File: src/rtl/collatz_engine.sv
// Iterative Collatz trajectory engine: one step per clock, reports orbit length,
// peak value, and overflow of either the working value or the step counter.
module collatz_engine #(
  parameter int unsigned BITS     = 32,
  parameter int unsigned LEN_BITS = 16
) (
  input  logic                clk,
  input  logic                rst_n,
  input  logic                start,
  input  logic [BITS-1:0]     number,
  output logic                busy,
  output logic                done,
  output logic [LEN_BITS-1:0] orbit_len,
  output logic [BITS-1:0]     path_record,
  output logic                overflow,
  output logic                err
);

  localparam int unsigned WIDE = BITS + 2;

  typedef enum logic [1:0] {
    IDLE = 2'd0,
    RUN  = 2'd1,
    DONE = 2'd2
  } state_e;

  state_e              state_q, state_d;
  logic [BITS-1:0]     n_q, n_d;
  logic [BITS-1:0]     rec_q, rec_d;
  logic [LEN_BITS-1:0] len_q, len_d;
  logic                ovf_q, ovf_d;
  logic                err_q, err_d;

  logic [WIDE-1:0]     triple;
  logic [BITS-1:0]     step_n;
  logic                len_sat;
  logic                triple_ovf;

  // Candidate next value; 3n+1 is formed two bits wider so its overflow is visible
  always_comb begin
    triple     = WIDE'(n_q) + WIDE'({n_q, 1'b0}) + WIDE'(1);
    triple_ovf = (triple[WIDE-1:BITS] != '0);
    step_n     = n_q[0] ? triple[BITS-1:0] : (n_q >> 1);
    len_sat    = (len_q == {LEN_BITS{1'b1}});
  end

  always_comb begin
    state_d = state_q;
    n_d     = n_q;
    rec_d   = rec_q;
    len_d   = len_q;
    ovf_d   = ovf_q;
    err_d   = err_q;

    case (state_q)
      IDLE, DONE: begin
        if (start) begin
          len_d = '0;
          ovf_d = 1'b0;
          if (number == '0) begin
            state_d = DONE;
            n_d     = '0;
            rec_d   = '0;
            err_d   = 1'b1;
          end else begin
            state_d = RUN;
            n_d     = number;
            rec_d   = number;
            err_d   = 1'b0;
          end
        end
      end
      RUN: begin
        if (n_q == BITS'(1)) begin
          state_d = DONE;
        end else if (len_sat || (n_q[0] && triple_ovf)) begin
          // Result would be unrepresentable: freeze n, length and record
          state_d = DONE;
          ovf_d   = 1'b1;
        end else begin
          n_d   = step_n;
          len_d = len_q + LEN_BITS'(1);
          if (step_n > rec_q) begin
            rec_d = step_n;
          end
        end
      end
      default: begin
        state_d = IDLE;
      end
    endcase
  end

  always_ff @(posedge clk) begin
    if (!rst_n) begin
      state_q <= IDLE;
      n_q     <= '0;
      rec_q   <= '0;
      len_q   <= '0;
      ovf_q   <= 1'b0;
      err_q   <= 1'b0;
    end else begin
      state_q <= state_d;
      n_q     <= n_d;
      rec_q   <= rec_d;
      len_q   <= len_d;
      ovf_q   <= ovf_d;
      err_q   <= err_d;
    end
  end

  assign busy        = (state_q == RUN);
  assign done        = (state_q == DONE);
  assign orbit_len   = len_q;
  assign path_record = rec_q;
  assign overflow    = ovf_q;
  assign err         = err_q;

endmodule

File: config.mk
export PLATFORM = sky130hd
export DESIGN_NAME = collatz_engine
export DESIGN_NICKNAME = d
export VERILOG_FILES = /design/src/rtl/collatz_engine.sv
export SDC_FILE = /design/constraint.sdc
export NUM_CORES = 1
export LEC_CHECK = 0
export ABC_AREA = 1
export CAP_MARGIN = 20
export CORE_UTILIZATION = 53
export CTS_CLUSTER_DIAMETER = 200
export DETAILED_ROUTE_END_ITERATION = 10
export PLACE_DENSITY_LB_ADDON = 0.3
export SLEW_MARGIN = 20
export SYNTH_ARGS = -nofsm -noshare
export SYNTH_HDL_FRONTEND = slang
export SYNTH_SLANG_ARGS = --single-unit
File: constraint.sdc
create_clock -name clk -period 3.5 [get_ports clk]
set_input_delay 0.875 -clock clk [delete_from_list [all_inputs] [get_ports clk]]
set_output_delay 0.875 -clock clk [all_outputs]
set_load 0.005 [all_outputs]
==> reports/summary.txt <==
Status: complete, but fails checks
Violated checks: design-rule violations, negative setup slack
Lkg Pwr: 5.74 nW
Crit Path Category: reg2reg
TritonCTS Sinks: 84
Core Region: 14,600 um^2
Fill cell count: 837
Root Driver: clkbuf_16
Crit path time final: 4.10 ns
Top cells by area, synth: dfxtp_1, nand2_1, ha_1
CP startpoint kind: register
CP max stage delay: 0.42 ns
Ys async rst share: 0%
Final Util: 81.2%
GRT Residual Overflow: 0
Bufs on Longest Clock Path: 2
Die Height: 125 um
Vias: 11,000
CP most frequent cell: nand2_1
Fin crit share: 117%
Design area: 11,900 um^2
Register area share after synthesis: 20.9%
IO Count: 87
Switching power: 2.43 mW
Gpl congestion: 0.972
Placed instance area: 9980 um^2
Post-synth top cells: nand2_1, inv_1, nor2_1
CTS tree: done
Final nets: 1,697
Worst-path clk slew: 0.07 ns
Power Dens Cells: 473 nW/um^2
First-pass GRT wire length: 46,600 um
Antenna diodes: 0
Die Span X: 125 um
Syn_nets: 1,457
Crit-path max FO: 6
Skew-Pair Late Insertion Delay: 0.35 ns
Hold Crit Start: n_q[29]
Synthesis-stage register bit count: 84
Crit path DAT: 4.33 ns
Layout area overhead: 47.9%
Unrepaired setup endpoints after global routing: yes
Cells after Synth: 1,338
Layout Skew: 0.00997 ns
Clock share of power: 17.9%
Worst r2r src: n_q[2]
Post-Syn Area: 8040 um^2
Yosys top cell by area: dfxtp_1
Port bufs: 86
Combinational share of power: 59.4%
Cell variety after synth: 42
Drc violations: 2
Worst vdd ir: 0.341 mV
Cell with the most instances after synthesis: nand2_1
Worst slew pin tran: 0.913 ns
Initial core utilization: 54.9%
Slowest-stage cell, CP: ha_1
Pins Over Slew Limit: 0
Final setup fails: 32
Length of the first detailed-routing pass in iterations: 10
Vias per inst: 6.23
Nature of the critical path endpoint: register
HP Class: reg2reg
CTS Hold Bufs: 0
Sw Share: 43.2%
Htree depth: 3
Yosys Warn Count: 0
Achievable clock frequency: 0.244 GHz
CTS Buf Count: 9
Routed WL: 35,500 um
Synth Flop Type: dfxtp_1
Antenna violations before repair: 0
Die area: 15,700 um^2
Hpwl dp: 19,600 um
# rows: 44
Post-synth top area share: 20.9%
Critical Path Source: n_q[2]
Sequential power share: 22.6%
WP data required: 3.72 ns
Vias in the first global route: 9,359
Gr usage total: 36.9%
Hold Violations, Final: 0
Crit-path cells: buf_4 > ha_2 > a21oi_4 > buf_4 > o21ai_0 > nand2_1 > nand2_1 > nand2_2 > nand4_1 > nand3_1 > o21ai_0 > ha_1 > nand2_1 > inv_1 > nand4_1 > nor4_4 > nor3_2 > nand2_2 > nand2_4 > buf_12 > buf_12 > a21oi_1 > nor2_1
1st-iter DRT viols: 1,486
Cell-internal power: 3.20 mW
Rel. slew slack: 39.1%
Setup ws final: -0.603 ns
Largest net degree at the start of global routing: 46
Routed len/inst: 20.1 um
Final ANT Viol Nets: 0
Syn_area_per_cell: 6.01 um^2
Max Cap Violations: 0
Layout cell share with drive strength beyond 1: 30.3%
Number of synthesized flops with an enable pin: 0
## power groups by stage
stage          Combinational, mW  Clock [mW]  Sequential (mW)
3_5_place_dp                2.31           0             1.25
4_1_cts                     2.72       0.996             1.25
3_3_place_gp                2.27           0             1.24
6_report                    3.34        1.01             1.27
5_1_grt                     3.52        1.03             1.28
2_1_floorplan               1.35           0             1.23
## worst paths after layout
kind / to / slack, ns / depth (start not counted)
worst max register to register: path_record[31] / -0.60 / 23
worst min-delay path: n_q[29] / 0.47 / 2
worst max-delay path: path_record[31] / -0.60 / 23
worst min register to register: n_q[29] / 0.47 / 2
## timing repair
action / in CTS / in global routing
setup buffers: 27 / 15
gates resized for setup: 211 / 91
pin swaps: 59 / 51
setup endpoints to repair: 32 / 33
endpoints found under the hold margin: 0 / 0
gates cloned: 2 / 3
## layer usage
metal | part of all wire [%] | GRT usage, %
met2 | 43 | 60.3
met3 | 13 | 4.88
met1 | 36 | 48.7
met5 | 0 | 0
met4 | 8.0 | 16.1
## layout by cell type (no fill, tap or decap), types with 18 or more instances in the layout
cell type,n
nand2_1,336
inv_1,175
buf_4,170
nor2_1,126
clkdlybuf4s50_1,85
a21oi_1,77
dfxtp_1,62
nand3_1,55
nand2_2,50
o21ai_0,48
ha_1,47
a21oi_2,45
ha_4,31
nand3_2,25
nor2_2,22
inv_2,18
## cell families after synthesis
kind of cell               after synthesis  share of synthesized area, %
and+or+nand+nor                        698                          36.7
buffers and inverters                  241                          12.7
AOI/OAI and AO/OA                      215                          14.7
adders and majority gates               84                          13.2
DFF                                     84                          20.9
xor gates and xnor gates                15                          1.63
muxes                                    1                         0.125
## critical path: cells and delay by family, from the launching register on
kind | cells | cell delay (ns)
DFF | 1 | 0.34
adders and majority gates | 2 | 0.63
AOI/OAI and AO/OA | 4 | 0.79
buffers and inverters | 5 | 0.72
and+or+nand+nor | 12 | 1.50
## per-stage QoR
stage                     instances  setup slack [ns]   TNS [ns]  power (mW)  hold WS (ns)
after global placement         1708            -0.291      -8.73        3.52         0.463
after global routing           1764            -0.719     -19.04        5.83         0.497
after floorplan                1338           0.00894          0        2.59         0.460
after detailed placement       1708            -0.345      -9.49        3.56         0.464
final                          1764            -0.603     -14.43        5.62         0.472
after CTS                      1749         -0.000279  -0.000279        4.96         0.473
## area by class of cell
| class | instances | area (um^2) | area share (%) |
|---|---|---|---|
| sequential | 84 | 1740 | 14.6 |
| clock buffer | 10 | 229 | 1.93 |
| timing repair buffer | 274 | 2440 | 20.6 |
| clock inverter | 3 | 65.1 | 0.547 |
| inverter | 196 | 743 | 6.25 |
| tap | 184 | 230 | 1.94 |
| multi-input combinational | 1013 | 6440 | 54.2 |
## state kept, by name, summed over array words and instances, names as in the netlist
| name | cells |
|---|---|
| n_q | 32 |
| state_q | 2 |
| orbit_len | 16 |
| overflow | 1 |
| err | 1 |
| path_record | 32 |
Power figures use the tool's default switching activity.
